`src/rtl/riscv_pkg.sv`:
```
// Shared RV32I definitions for the decode stage: opcodes, control encodings and
// the ID/EX pipeline register layout.
package riscv_pkg;

    localparam int unsigned XLEN_W = 32;

    localparam logic [6:0] OPC_R      = 7'b0110011;
    localparam logic [6:0] OPC_I_ALU  = 7'b0010011;
    localparam logic [6:0] OPC_LOAD   = 7'b0000011;
    localparam logic [6:0] OPC_STORE  = 7'b0100011;
    localparam logic [6:0] OPC_BRANCH = 7'b1100011;
    localparam logic [6:0] OPC_JAL    = 7'b1101111;
    localparam logic [6:0] OPC_JALR   = 7'b1100111;
    localparam logic [6:0] OPC_LUI    = 7'b0110111;
    localparam logic [6:0] OPC_AUIPC  = 7'b0010111;

    typedef enum logic [1:0] {
        ALU_ADD   = 2'b00,
        ALU_SUB   = 2'b01,
        ALU_FUNCT = 2'b10
    } aluop_t;

    typedef enum logic [2:0] {
        IMM_NONE,
        IMM_I,
        IMM_S,
        IMM_B,
        IMM_U,
        IMM_J
    } imm_fmt_t;

    typedef struct packed {
        logic              valid;
        logic [XLEN_W-1:0] pc;
        logic [XLEN_W-1:0] rs1_data;
        logic [XLEN_W-1:0] rs2_data;
        logic [XLEN_W-1:0] imm;
        logic [4:0]        rs1;
        logic [4:0]        rs2;
        logic [4:0]        rd;
        logic [6:0]        opcode;
        logic [2:0]        funct3;
        logic              funct7_5;
        aluop_t            aluop;
        logic              alusrc;
        logic              regwrite;
        logic              memread;
        logic              memwrite;
        logic              memtoreg;
        logic              branch;
        logic              jump;
        logic              illegal;
    } id_ex_t;

endpackage

```
`src/rtl/imm_gen.sv`:
```
// Immediate generator: assembles the I/S/B/U/J immediate from the instruction
// word and sign-extends it from instr[31] to XLEN.
module imm_gen
    import riscv_pkg::*;
#(
    parameter int unsigned XLEN = XLEN_W
) (
    input  logic [31:0]     i_instr,
    input  imm_fmt_t        i_fmt,
    output logic [XLEN-1:0] o_imm
);

    logic [31:0] w_imm32;

    always_comb begin
        w_imm32 = '0;
        case (i_fmt)
            IMM_I:   w_imm32 = {{20{i_instr[31]}}, i_instr[31:20]};
            IMM_S:   w_imm32 = {{20{i_instr[31]}}, i_instr[31:25], i_instr[11:7]};
            IMM_B:   w_imm32 = {{19{i_instr[31]}}, i_instr[31], i_instr[7],
                                i_instr[30:25], i_instr[11:8], 1'b0};
            IMM_U:   w_imm32 = {i_instr[31:12], 12'b0};
            IMM_J:   w_imm32 = {{11{i_instr[31]}}, i_instr[31], i_instr[19:12],
                                i_instr[20], i_instr[30:21], 1'b0};
            default: w_imm32 = '0;
        endcase
    end

    assign o_imm = XLEN'($signed(w_imm32));

endmodule

```
`src/rtl/id_ex_stage.sv`:
```
// RV32I decode stage with ID/EX pipeline register, load-use hazard detection,
// EX flush and downstream stall handling.
module id_ex_stage
    import riscv_pkg::*;
#(
    parameter int unsigned     XLEN     = XLEN_W,
    parameter logic [XLEN-1:0] RESET_PC = 32'h0000_0000
) (
    input  logic            clk,
    input  logic            rst_n,
    input  logic            if_id_valid,
    input  logic [31:0]     if_id_instr,
    input  logic [XLEN-1:0] if_id_pc,
    input  logic [XLEN-1:0] rs1_data,
    input  logic [XLEN-1:0] rs2_data,
    input  logic            flush_i,
    input  logic            stall_i,
    output logic            hazard_stall_o,
    output logic            id_ex_valid,
    output logic [XLEN-1:0] id_ex_pc,
    output logic [XLEN-1:0] id_ex_rs1_data,
    output logic [XLEN-1:0] id_ex_rs2_data,
    output logic [XLEN-1:0] id_ex_imm,
    output logic [4:0]      id_ex_rs1,
    output logic [4:0]      id_ex_rs2,
    output logic [4:0]      id_ex_rd,
    output logic [6:0]      id_ex_opcode,
    output logic [2:0]      id_ex_funct3,
    output logic            id_ex_funct7_5,
    output logic [1:0]      id_ex_aluop,
    output logic            id_ex_alusrc,
    output logic            id_ex_regwrite,
    output logic            id_ex_memread,
    output logic            id_ex_memwrite,
    output logic            id_ex_memtoreg,
    output logic            id_ex_branch,
    output logic            id_ex_jump,
    output logic            id_ex_illegal
);

    id_ex_t          r_q;
    id_ex_t          w_d;
    id_ex_t          w_bub;
    logic [6:0]      w_opcode;
    logic [4:0]      w_rs1, w_rs2, w_rd;
    logic [2:0]      w_funct3;
    logic [XLEN-1:0] w_imm;
    imm_fmt_t        w_fmt;
    aluop_t          w_aluop;
    logic            w_alusrc, w_regwrite, w_memread, w_memwrite, w_memtoreg;
    logic            w_branch, w_jump, w_illegal, w_funct7_5, w_no_rd;
    logic            w_uses_rs1, w_uses_rs2, w_hazard;

    assign w_opcode = if_id_instr[6:0];
    assign w_rs1    = if_id_instr[19:15];
    assign w_rs2    = if_id_instr[24:20];
    assign w_funct3 = if_id_instr[14:12];

    always_comb begin
        w_aluop    = ALU_ADD;
        w_alusrc   = 1'b0;
        w_regwrite = 1'b0;
        w_memread  = 1'b0;
        w_memwrite = 1'b0;
        w_memtoreg = 1'b0;
        w_branch   = 1'b0;
        w_jump     = 1'b0;
        w_illegal  = 1'b0;
        w_funct7_5 = 1'b0;
        w_no_rd    = 1'b0;
        w_uses_rs1 = 1'b1;
        w_uses_rs2 = 1'b0;
        w_fmt      = IMM_NONE;
        case (w_opcode)
            OPC_R: begin
                w_aluop    = ALU_FUNCT;
                w_regwrite = 1'b1;
                w_funct7_5 = if_id_instr[30];
                w_uses_rs2 = 1'b1;
            end
            OPC_I_ALU: begin
                w_aluop    = ALU_FUNCT;
                w_alusrc   = 1'b1;
                w_regwrite = 1'b1;
                w_funct7_5 = (w_funct3 == 3'b101) ? if_id_instr[30] : 1'b0;
                w_fmt      = IMM_I;
            end
            OPC_LOAD: begin
                w_alusrc   = 1'b1;
                w_memread  = 1'b1;
                w_memtoreg = 1'b1;
                w_regwrite = 1'b1;
                w_fmt      = IMM_I;
            end
            OPC_STORE: begin
                w_alusrc   = 1'b1;
                w_memwrite = 1'b1;
                w_no_rd    = 1'b1;
                w_uses_rs2 = 1'b1;
                w_fmt      = IMM_S;
            end
            OPC_BRANCH: begin
                w_aluop    = ALU_SUB;
                w_branch   = 1'b1;
                w_no_rd    = 1'b1;
                w_uses_rs2 = 1'b1;
                w_fmt      = IMM_B;
            end
            OPC_JAL: begin
                w_jump     = 1'b1;
                w_regwrite = 1'b1;
                w_uses_rs1 = 1'b0;
                w_fmt      = IMM_J;
            end
            OPC_JALR: begin
                w_jump     = 1'b1;
                w_regwrite = 1'b1;
                w_alusrc   = 1'b1;
                w_fmt      = IMM_I;
            end
            OPC_LUI, OPC_AUIPC: begin
                w_alusrc   = 1'b1;
                w_regwrite = 1'b1;
                w_uses_rs1 = 1'b0;
                w_fmt      = IMM_U;
            end
            default: w_illegal = 1'b1;
        endcase
    end

    assign w_rd = w_no_rd ? 5'd0 : if_id_instr[11:7];

    imm_gen #(.XLEN(XLEN)) u_imm_gen (
        .i_instr (if_id_instr),
        .i_fmt   (w_fmt),
        .o_imm   (w_imm)
    );

    // Controls are gated by if_id_valid so an empty slot can never write reg/mem.
    always_comb begin
        w_d          = '0;
        w_d.valid    = if_id_valid;
        w_d.pc       = if_id_pc;
        w_d.rs1_data = rs1_data;
        w_d.rs2_data = rs2_data;
        w_d.imm      = w_imm;
        w_d.rs1      = w_rs1;
        w_d.rs2      = w_rs2;
        w_d.rd       = w_rd;
        w_d.opcode   = w_opcode;
        w_d.funct3   = w_funct3;
        w_d.funct7_5 = w_funct7_5;
        if (if_id_valid) begin
            w_d.aluop    = w_aluop;
            w_d.alusrc   = w_alusrc;
            w_d.regwrite = w_regwrite & (w_rd != 5'd0);
            w_d.memread  = w_memread;
            w_d.memwrite = w_memwrite;
            w_d.memtoreg = w_memtoreg;
            w_d.branch   = w_branch;
            w_d.jump     = w_jump;
            w_d.illegal  = w_illegal;
        end
    end

    always_comb begin
        w_bub          = w_d;
        w_bub.valid    = 1'b0;
        w_bub.aluop    = ALU_ADD;
        w_bub.alusrc   = 1'b0;
        w_bub.regwrite = 1'b0;
        w_bub.memread  = 1'b0;
        w_bub.memwrite = 1'b0;
        w_bub.memtoreg = 1'b0;
        w_bub.branch   = 1'b0;
        w_bub.jump     = 1'b0;
        w_bub.illegal  = 1'b0;
    end

    always_comb begin
        w_hazard = r_q.valid & r_q.memread & (r_q.rd != 5'd0) & if_id_valid &
                   ((w_uses_rs1 & (w_rs1 == r_q.rd)) | (w_uses_rs2 & (w_rs2 == r_q.rd)));
    end

    assign hazard_stall_o = w_hazard;

    always_ff @(posedge clk or negedge rst_n) begin
        if (!rst_n) begin
            r_q    <= '0;
            r_q.pc <= RESET_PC;
        end else if (flush_i) begin
            r_q <= w_bub;
        end else if (stall_i) begin
            r_q <= r_q;
        end else if (w_hazard) begin
            r_q <= w_bub;
        end else begin
            r_q <= w_d;
        end
    end

    assign id_ex_valid    = r_q.valid;
    assign id_ex_pc       = r_q.pc;
    assign id_ex_rs1_data = r_q.rs1_data;
    assign id_ex_rs2_data = r_q.rs2_data;
    assign id_ex_imm      = r_q.imm;
    assign id_ex_rs1      = r_q.rs1;
    assign id_ex_rs2      = r_q.rs2;
    assign id_ex_rd       = r_q.rd;
    assign id_ex_opcode   = r_q.opcode;
    assign id_ex_funct3   = r_q.funct3;
    assign id_ex_funct7_5 = r_q.funct7_5;
    assign id_ex_aluop    = r_q.aluop;
    assign id_ex_alusrc   = r_q.alusrc;
    assign id_ex_regwrite = r_q.regwrite;
    assign id_ex_memread  = r_q.memread;
    assign id_ex_memwrite = r_q.memwrite;
    assign id_ex_memtoreg = r_q.memtoreg;
    assign id_ex_branch   = r_q.branch;
    assign id_ex_jump     = r_q.jump;
    assign id_ex_illegal  = r_q.illegal;

endmodule

```
`config.mk`:
```
export PLATFORM = sky130hd
export DESIGN_NAME = id_ex_stage
export DESIGN_NICKNAME = d
export VERILOG_FILES = /design/src/rtl/riscv_pkg.sv /design/src/rtl/imm_gen.sv /design/src/rtl/id_ex_stage.sv
export SDC_FILE = /design/constraint.sdc
export NUM_CORES = 1
export LEC_CHECK = 0
export ABC_CLOCK_PERIOD_IN_PS = 4700
export BUFFER_PORTS_ARGS = -buffer_cell sky130_fd_sc_hd__buf_2
export CORE_MARGIN = 2
export CORE_UTILIZATION = 51
export DETAILED_ROUTE_END_ITERATION = 8
export GPL_TIMING_DRIVEN = 1
export HOLD_SLACK_MARGIN = 0.05
export PLACE_DENSITY = 0.92
export SKIP_CTS_REPAIR_TIMING = 1
export SYNTH_ARGS = -nofsm -noshare
export SYNTH_HDL_FRONTEND = slang
export SYNTH_SLANG_ARGS = --single-unit
```
`constraint.sdc`:
```
create_clock -name clk -period 4.7 [get_ports clk]
set_input_delay 0.94 -clock clk [delete_from_list [all_inputs] [get_ports clk]]
set_output_delay 0.94 -clock clk [all_outputs]
set_load 0.02 [all_outputs]
```
* After elaboration in Yosys (flattened, before gate mapping)
Index checks and enable logic that the tools add are counted.
Cells by class: order comparisons 0, add/sub/neg operators 0, equality and inequality tests 18, bitwise operators 8, reductions and logical operators 12, shifts and indexed selects 0, multiply operators 0, muxes and demuxes 20, divide/modulo/power cells 0
Operator list (number):
- $mux W165 | 3
- $pmux W32 S5 | 1
- $eq A7 B6 Y1 const B | 3
- $eq A7 B7 Y1 const B | 3
- $pmux W3 S5 | 1
- $eq A7 B5 Y1 const B | 2
- $mux W1 | 11
- $eq A5 B5 Y1 | 2
- $mux W10 | 1
- $reduce_bool A5 Y1 | 2
- $eq A3 B3 Y1 const B | 3
- $reduce_or A3 Y1 | 3
- $reduce_or A9 Y1 | 1
- $reduce_or A2 Y1 | 4
- $and A1 B1 Y1 | 7
- $eq A7 B2 Y1 const B | 1
- $reduce_or A7 Y1 | 1
- $eq A3 B2 Y1 const B | 2
- $reduce_or A6 Y1 | 1
- $mux W5 | 1
- $pmux W2 S2 | 1
- $eq A3 B1 Y1 const B | 1
- $ne A2 B2 Y1 const B | 1
- $pmux W1 S2 | 1
- $or A1 B1 Y1 | 1
Word-level totals: input bits 133, bits in latches 0, register bits 165, bits in writable memories 0, memories 0, output and inout bits 166, word-level logic and storage cells 78, ROM bits 0

* Logic depth before layout (Yosys ltp)
Gate-level depths: netlist (run 1).
depth in word-level cells 10, mapped depth 7, gate-level depth less buffers 5

* By module
Synthesis (run 1) repeated with hierarchy kept, for this count alone.
Second synthesis, totals: cell total of the unflattened synthesis 800, area total of the unflattened synthesis 6899.1 um2
By module, submodules not included:
- id_ex_stage | cells each 734, area an instance 6508.7 um2, times used 1
- imm_gen | cells each 66, area an instance 390.4 um2, times used 1

* Least setup slack after synthesis (run 1)
OpenSTA, ideal clock, no wires.
path type input-to-output, start point in if_id_instr[3], end point out hazard_stall_o, slack 1.955 ns, path buffers 1, data arrival time 1.805 ns, cell stages on the path 5, cell sequence buf_2 nand4bb_1 nor3_1 o2111ai_1 nand2_1
On the way: cells in the longest elaborated chain, start to end 6, elaborated cells on any way between the ends 14, those cells by class eq/ne: 6; mux: 2; bitwise: 4; reduce/logical: 2
Ends and longest elaborated chain:
- start, declared | line id_ex_stage.sv:12 | input logic [31:0] if_id_instr,
- $eq A7 B6 Y1 (tied with other cells) | line id_ex_stage.sv:74 | case (w_opcode)
- $reduce_or A3 Y1 (no source line)
- $mux W1 | line id_ex_stage.sv:74
- $and A1 B1 Y1 | line id_ex_stage.sv:182 | ((w_uses_rs1 & (w_rs1 == r_q.rd)) | (w_uses_rs2 & (w_rs2 == r_q.rd)));
- $or A1 B1 Y1 (*) | line id_ex_stage.sv:182
- $and A1 B1 Y1 (*) | line id_ex_stage.sv:181 | w_hazard = r_q.valid & r_q.memread & (r_q.rd != 5'd0) & if_id_valid &
- end, declared | line id_ex_stage.sv:18 | output logic hazard_stall_o,
Every way passes the cells marked *; elsewhere a longest branch is shown, timed or not.

* Final worst setup path (run 1)
start point in if_id_instr[2], end point out hazard_stall_o
Same word-level chain as after synthesis.

==> PnR_summary.wiki, run 1 <==
{| class="wikitable"
! Metric !! Value
|-
| Distinct cell type count of the synthesized netlist || 46
|-
| Routed Wire Length || between 15 and 20 mm
|-
| Post-synth EDFFs || 0
|-
| Total of buffers placed on input and output ports || ~300
|-
| Multi-input gate area || ~0.0024 mm2
|-
| Routed length per placed instance || between 15 and 20 um
|-
| Synth-to-Final Area Change || 32.3%
|-
| Primary flip-flop cell chosen by synthesis mapping || sky130_fd_sc_hd__dfrtp_1
|-
| TritonCTS clock tree || yes
|-
| Global-route track usage on met3 || 0.0719
|-
| Aggregate global routing overflow || 0
|-
| Site Rows || 41
|-
| Post-synthesis share of cell area spent on xor and xnor gates || 0.0131
|-
| First-pass detailed-route iteration total || 5
|-
| Critical Path Slowest Stage Cell || sky130_fd_sc_hd__nand4bb_1
|-
| Vertical die dimension || approximately 120 um
|-
| Setup Viol. Count Final || 0
|-
| Post-synth top area cell || sky130_fd_sc_hd__dfrtp_1
|-
| TritonCTS buffer count || 17
|-
| CP arrival || between 2 and 2.5 ns
|-
| Share of synthesized cell area in full adder, half adder and majority cells || 0
|-
| Multiplexer area fraction after synthesis || 0
|-
| Violation count after the first detailed-route iteration || ~570
|-
| Maximum vdd ir drop || roughly 0.00024 V
|-
| GRT Max-Usage Layer || met2
|-
| Number of global-route vias before repair || 6027
|-
| Routability-driven placement congestion ratio || roughly 0.92
|-
| Setup repair after global routing missed its margin || no
|-
| All-layer global routing usage || 0.278
|-
| Number of filler instances in the final layout || roughly 1000
|-
| Largest family of logic cells by synthesized area || simple AND/OR/NAND/NOR gates
|-
| Worst skew pair latency || a little over 0.4 ns
|-
| Headroom to the max-slew limit || 0.308
|-
| Fmax || roughly 330 MHz
|-
| Number of antenna violations at the first check in global routing || 1
|-
| Largest net degree at the start of global routing || ~110
|-
| Final Critical Period || 3.04 ns
|-
| Clock edge transition at the registers on the reported setup and hold paths || roughly 0.06 ns
|-
| Synth Area in Compound Gates || 0.0844
|-
| Number of instances in the synthesized netlist || approximately 740
|-
| Cell at the root of the clock tree || sky130_fd_sc_hd__clkbuf_16
|-
| Leakage power figure || about 5.0 nW
|-
| Critical path, cell by cell || buf_2 > nand4bb_1 > nor3_1 > o2111ai_1 > nand2_1 > buf_2
|-
| Worst Max-Slew Pin Slew || ~1.0 ns
|-
| Placed inst area || 0.00824 mm2
|-
| Core area || ~0.013 mm2
|-
| Combined area of all synthesized cells || ~0.0067 mm2
|-
| CTS Sinks || 163
|-
| Final net count || 1148
|-
| Chip width || roughly 120 um
|-
| First-pass GRT wire length || 30.8 mm
|-
| Highest fanout seen on the critical path || 11
|-
| Status || finished clean
|-
| Detail Route Antenna Nets || 0
|-
| Warnings, synthesis || 0
|-
| Final Max Slew Viols || 0
|-
| Count of final hold-check violations || 0
|-
| Die Outline Area || about 0.014 mm2
|-
| Most frequent cells after synthesis || 394 x sky130_fd_sc_hd__nand2_1, 163 x sky130_fd_sc_hd__dfrtp_1, 29 x sky130_fd_sc_hd__clkbuf_1
|-
| Critical path's largest stage delay || ~0.28 ns
|-
| MaxCap Viol Count || 0
|-
| Post-Synthesis Net Count || ~870
|-
| FFs w/ async S/R, synth || 1.00
|-
| Fraction of the yosys area taken by sequential cells || 0.612
|-
| Share of the clock period used by the worst path after layout || 0.646
|-
| Met2 global-route usage || 0.473
|-
| Synth top area cells || sky130_fd_sc_hd__dfrtp_1 61%, sky130_fd_sc_hd__nand2_1 22%, sky130_fd_sc_hd__clkbuf_1 1.6%
|-
| Starting utilization of the core area || 0.526
|-
| CTS H-tree depth || 4
|-
| Number of remaining DRC errors || 0
|-
| Cell with the most instances on the worst path || sky130_fd_sc_hd__buf_2
|-
| Final worst clock skew || 0.00442 ns
|-
| Type of the worst setup path || in2out
|-
| Worst-case clock buffer depth || 2
|-
| Placed wire-length estimate after detailed placement || about 14 mm
|-
| Vias per inst || between 5 and 6
|-
| Number of storage elements in the synthesis netlist || approximately 160
|-
| Final Cell Area || between 0.008 and 0.009 mm2
|-
| Critical path launch point type || input pin
|-
| Path class of the lowest-slack min-delay path || reg2reg
|-
| Library cell with the highest instance count after synthesis || sky130_fd_sc_hd__nand2_1
|-
| Proportion of netlist area held by the largest area contributor || 0.612
|-
| Via count || ~6.2k
|-
| Fraction of final layout cells with drive strength greater than 1 || 0.333
|-
| Met1 usage in global routing || 0.345
|-
| Power per unit of standard cell area || around 380 mW/mm2
|-
| Post-layout total power || ~3.4 mW
|-
| Avg Cell Area, Syn || approximately 9 um2
|-
| Post-synthesis share of cell area spent on and, or, nand and nor gates || 0.259
|-
| Number of placed I/O pins || about 300
|-
| Flip-flop and latch area || a little over 0.004 mm2
|-
| CP Capture Type || output pin
|-
| Total negative slack || 0 ns
|-
| Worst Path Required || ~3.8 ns
|}
[cell type report]
| class | instances | area share |
|---|---|---|
| antenna | 1 | 0.000284 |
| multi-input combinational | 526 | 0.271 |
| inverter | 2 | 0.000851 |
| timing repair buffer | 305 | 0.176 |
| sequential | 163 | 0.462 |
| tap | 172 | 0.0244 |
| clock buffer | 23 | 0.0542 |
| clock inverter | 8 | 0.0115 |
[logic make-up after synthesis]
family	Yosys count
buffers and inverters	46
flip-flops	163
AO/OA/AOI/OAI	81
AND/OR/NAND/NOR	435
XOR/XNOR	10
[power breakdown]
group          leakage [nW]  switching (mW)  internal, mW
sequential             2.03          0.0518          1.49
clock                 0.276           0.531         0.822
combinational          2.67           0.327         0.161
[registers in the layout, indices dropped and copies added (netlist names), 2 cells and up]
signal and flops:
id_ex_rs1_data 32, id_ex_opcode 7, id_ex_pc 32, id_ex_rs2_data 32, id_ex_imm 32, id_ex_aluop 2, id_ex_rs2 5, id_ex_funct3 3
id_ex_rs1 5, id_ex_rd 5
[worst max-delay path, delay by kind of cell]
kind,cells,cell delay (ns)
buffers and inverters,2,0.35
AO/OA/AOI/OAI,1,0.15
AND/OR/NAND/NOR,3,0.67
[per-layer routing]
layer / wire [um] / vias up / part of all wire
met2: 9600 / 311 / 0.50
met3: 1610 / 37 / 0.084
met5: 0 / - / 0
met1: 7510 / 2921 / 0.39
li1: - / 2913 / -
met4: 438 / 0 / 0.023
[cell usage in the layout, fill, tap and decap left out, types with 4 or more instances in the layout]
cell type and n:
sky130_fd_sc_hd__a32o_1 7, sky130_fd_sc_hd__o21ai_0 17, sky130_fd_sc_hd__nand2_1 394, sky130_fd_sc_hd__nand3_1 5, sky130_fd_sc_hd__nor3_1 6, sky130_fd_sc_hd__buf_4 7
sky130_fd_sc_hd__xor2_1 9, sky130_fd_sc_hd__nor2_1 11, sky130_fd_sc_hd__buf_2 297, sky130_fd_sc_hd__a22oi_1 4, sky130_fd_sc_hd__o21ai_1 12, sky130_fd_sc_hd__a221o_1 8
sky130_fd_sc_hd__a21oi_1 16, sky130_fd_sc_hd__clkbuf_16 17, sky130_fd_sc_hd__dfrtp_1 163
[per-stage QoR]
step	instances	utilization	setup WS, ns	hold slack [ns]
6_report	1200	0.696	1.66	0.459
3_5_place_dp	1168	0.650	1.49	0.450
4_1_cts	1199	0.696	1.69	0.463
2_1_floorplan	735	-	1.96	0.578
5_1_grt	1200	0.696	1.63	0.476
3_3_place_gp	1168	0.650	1.61	0.443
[path summary, 6_finish.rpt]
kind                       slack, ns          startpoint                  to  cells past startpoint
min                             0.46  id_ex_rs1_data[26]  id_ex_rs1_data[26]                      2
max reg2reg                     2.78         id_ex_rd[1]          id_ex_jump                      5
max in group asynchronous       3.09               rst_n  id_ex_rs1_data[18]                      2
min reg2reg                     0.46  id_ex_rs1_data[26]  id_ex_rs1_data[26]                      2
max                             1.66      if_id_instr[2]      hazard_stall_o                      6
min in group asynchronous       0.65               rst_n        id_ex_imm[5]                      1
No activity file was read; power rests on OpenSTA's default activity.
==> run 2: changes to the inputs <==
- ABC_CLOCK_PERIOD_IN_PS: 4700 -> 2650
- CORE_UTILIZATION: 51 -> 43
- PLACE_DENSITY: 0.92 -> 0.83
- clock period: 4.7 -> 2.65 ns (I/O delays scaled with it)
==> run 2 against run 1 <==
Net effect:
- sequential share of layout area is 0.60 points lower
- core utilization shrank 11 points
- first-iteration DRC count fell by 38%
- sequential power up 77%
- die area is 18% higher
- sequential cell count stayed put
- critical path depth is 1 lower
- largest power group unchanged
- final cell count grew 1.4%
- largest cell class unchanged
- worst setup slack got worse by 1.6 ns
- combinational power up 79%
==> PnR_summary.wiki, run 2 (synthesis results as in run 1) <==
{| class="wikitable"
! Metric !! Value
|-
| Core area || 0.0152 mm2 (+20%)
|-
| Aggregate global routing overflow || 0 (unchanged)
|-
| Inserted Diodes || 0 (-1)
|-
| Place WS || 0.402 ns (-1.09 ns)
|-
| Chip width || 129 um (+8.6%)
|-
| Post-layout total power || 6.23 mW (+84%)
|-
| TritonCTS clock tree || yes
|-
| Total of buffers placed on input and output ports || 298 (unchanged)
|-
| Met1 usage in global routing || 0.280 (-0.0642)
|-
| Routed length per placed instance || 15.5 um (-3.0%)
|-
| Final Max Slew Viols || 0 (unchanged)
|-
| Number of placed I/O pins || 299 (unchanged)
|-
| Routability-driven placement congestion ratio || 0.900 (-2.7%)
|-
| CP Capture Type || output pin
|-
| Final Critical Period || ~2.5 ns
|-
| Commonest non-fill, non-tap cell in the layout || sky130_fd_sc_hd__nand2_1
|-
| TritonCTS buffer count || 17 (unchanged)
|-
| GRT Max-Usage Layer || met2
|-
| Path class of the lowest-slack min-delay path || in2async
|-
| Detail Route Antenna Nets || 0 (unchanged)
|-
| Largest net degree at the start of global routing || 165 (+49%)
|-
| Clock edge transition at the registers on the reported setup and hold paths || 0.07 ns (about the same)
|-
| Critical path launch point type || flip-flop
|-
| Number of global-route vias before repair || 5790 (-3.9%)
|-
| Count of final hold-check violations || 0 (unchanged)
|-
| Multi-input gate area || 0.00239 mm2 (unchanged)
|-
| CTS H-tree depth || 4 (unchanged)
|-
| Headroom to the max-slew limit || 0.394 (+0.0859)
|-
| Final worst clock skew || 0.00498 ns (+0.000568 ns)
|-
| CP arrival || 2.01 ns (-0.09 ns)
|-
| Total negative slack || 0 ns (unchanged)
|-
| Met2 global-route usage || 0.378 (-0.0946)
|-
| Worst Path Required || 2.12 ns (-1.64 ns)
|-
| Starting utilization of the core area || 0.439 (-0.0876)
|-
| Violation count after the first detailed-route iteration || 350 (-38%)
|-
| All-layer global routing usage || 0.226 (-0.0519)
|-
| Synth-to-Final Area Change || 34.1%
|-
| Fmax || between 300 and 400 MHz
|-
| Worst-case clock buffer depth || 2 (unchanged)
|-
| Die Outline Area || 0.0165 mm2 (+18%)
|-
| Placed wire-length estimate after detailed placement || 13.6 mm (-1.7%)
|-
| Status || finished clean
|-
| Number of antenna violations at the first check in global routing || 0 (-1)
|-
| Hold WS || 0.0591 ns (-0.400 ns)
|-
| Setup Viol. Count Final || 0 (unchanged)
|-
| Number of remaining DRC errors || 0 (unchanged)
|-
| Global-route track usage on met3 || 0.0699 (-0.00206)
|-
| Vias per inst || 4.95 (-3.9%)
|-
| Vertical die dimension || 129 um (+8.6%)
|-
| Via count || 6027 (-2.5%)
|-
| Highest-count cells in the layout ignoring fill and taps || 394 x sky130_fd_sc_hd__nand2_1, 297 x sky130_fd_sc_hd__buf_2, 163 x sky130_fd_sc_hd__dfrtp_1, 17 x sky130_fd_sc_hd__o21ai_0, 17 x sky130_fd_sc_hd__clkbuf_16
|-
| Worst Max-Slew Pin Slew || 0.903 ns (-0.133 ns)
|-
| Worst skew pair latency || 0.42 ns (about the same)
|-
| Share of the clock period used by the worst path after layout || 0.960
|-
| Type of the worst setup path || reg2out
|-
| Maximum vdd ir drop || 0.000523 V (+120%)
|-
| Fraction of final layout cells with drive strength greater than 1 || 0.336 (+0.00324)
|-
| First-pass detailed-route iteration total || 5 (unchanged)
|-
| Final net count || 1150 (+0.17%)
|-
| Leakage power figure || 5.02 nW (+0.91%)
|-
| Setup repair after global routing missed its margin || no
|-
| Final Worst Setup Slack || 0.107 ns (-1.56 ns)
|-
| Cell at the root of the clock tree || sky130_fd_sc_hd__clkbuf_16
|-
| MaxCap Viol Count || 0 (unchanged)
|-
| Power per unit of standard cell area || 697 mW/mm2 (+82%)
|-
| Number of filler instances in the final layout || 1331 (+37%)
|-
| Routed Wire Length || 18.9 mm (-1.6%)
|-
| Flip-flop and latch area || 0.00408 mm2 (unchanged)
|-
| Highest fanout seen on the critical path || 5 (-6)
|-
| First-pass GRT wire length || 29.2 mm (-5.1%)
|-
| Site Rows || 45 (+9.8%)
|-
| CTS Sinks || 163 (unchanged)
|}
==> run 2: metal layers <==
| metal | wire, um | part of all wire |
|---|---|---|
| met1 | 7920 | 0.42 |
| met2 | 9070 | 0.48 |
| met3 | 1480 | 0.079 |
| met4 | 375 | 0.020 |
| met5 | 0 | 0 |
==> run 2: worst paths after layout <==
check,startpoint,endpoint,slack (ns),cells past startpoint
worst min register to register,id_ex_rs1_data[16],id_ex_rs1_data[16],0.46,2
worst max register to register,id_ex_rd[1],id_ex_alusrc,0.76,5
min in group clk,rs2_data[3],id_ex_rs2_data[3],0.30,3
max in group asynchronous,rst_n,id_ex_rs2_data[9],1.87,2
worst min-delay path,rst_n,id_ex_imm[9],0.06,1
worst max-delay path,id_ex_rd[1],hazard_stall_o,0.11,5
==> run 2: report_power, final <==
| group | switching [mW] | internal [mW] |
|---|---|---|
| combinational | 0.582 | 0.292 |
| clock | 1.03 | 1.59 |
| sequential | 0.0874 | 2.65 |
| total | 1.70 | 4.53 |
==> run 2: stage by stage <==
step	area (um2)	instances	util
3_3_place_gp	8310	1186	0.547
3_5_place_dp	8310	1186	0.547
6_report	8940	1217	0.588
5_1_grt	8940	1217	0.588
2_1_floorplan	6670	735	-
4_1_cts	8940	1217	0.588
==> run 2: area by class of cell <==
type,count,area share
flip-flops and latches,163,0.456
multi-input cells,526,0.267
repair buffers,307,0.179
clock buffers,18,0.0480
well taps,188,0.0263
clock inverters,13,0.0220
inverters,2,0.000840
==> run 2: critical path, stage by stage, from the launching register on <==
cell,delay (ns)
sky130_fd_sc_hd__dfrtp_1,0.43
sky130_fd_sc_hd__or4_4,0.56
sky130_fd_sc_hd__o21ba_1,0.18
sky130_fd_sc_hd__nand4_1,0.10
sky130_fd_sc_hd__nand2_1,0.13
sky130_fd_sc_hd__buf_2,0.19
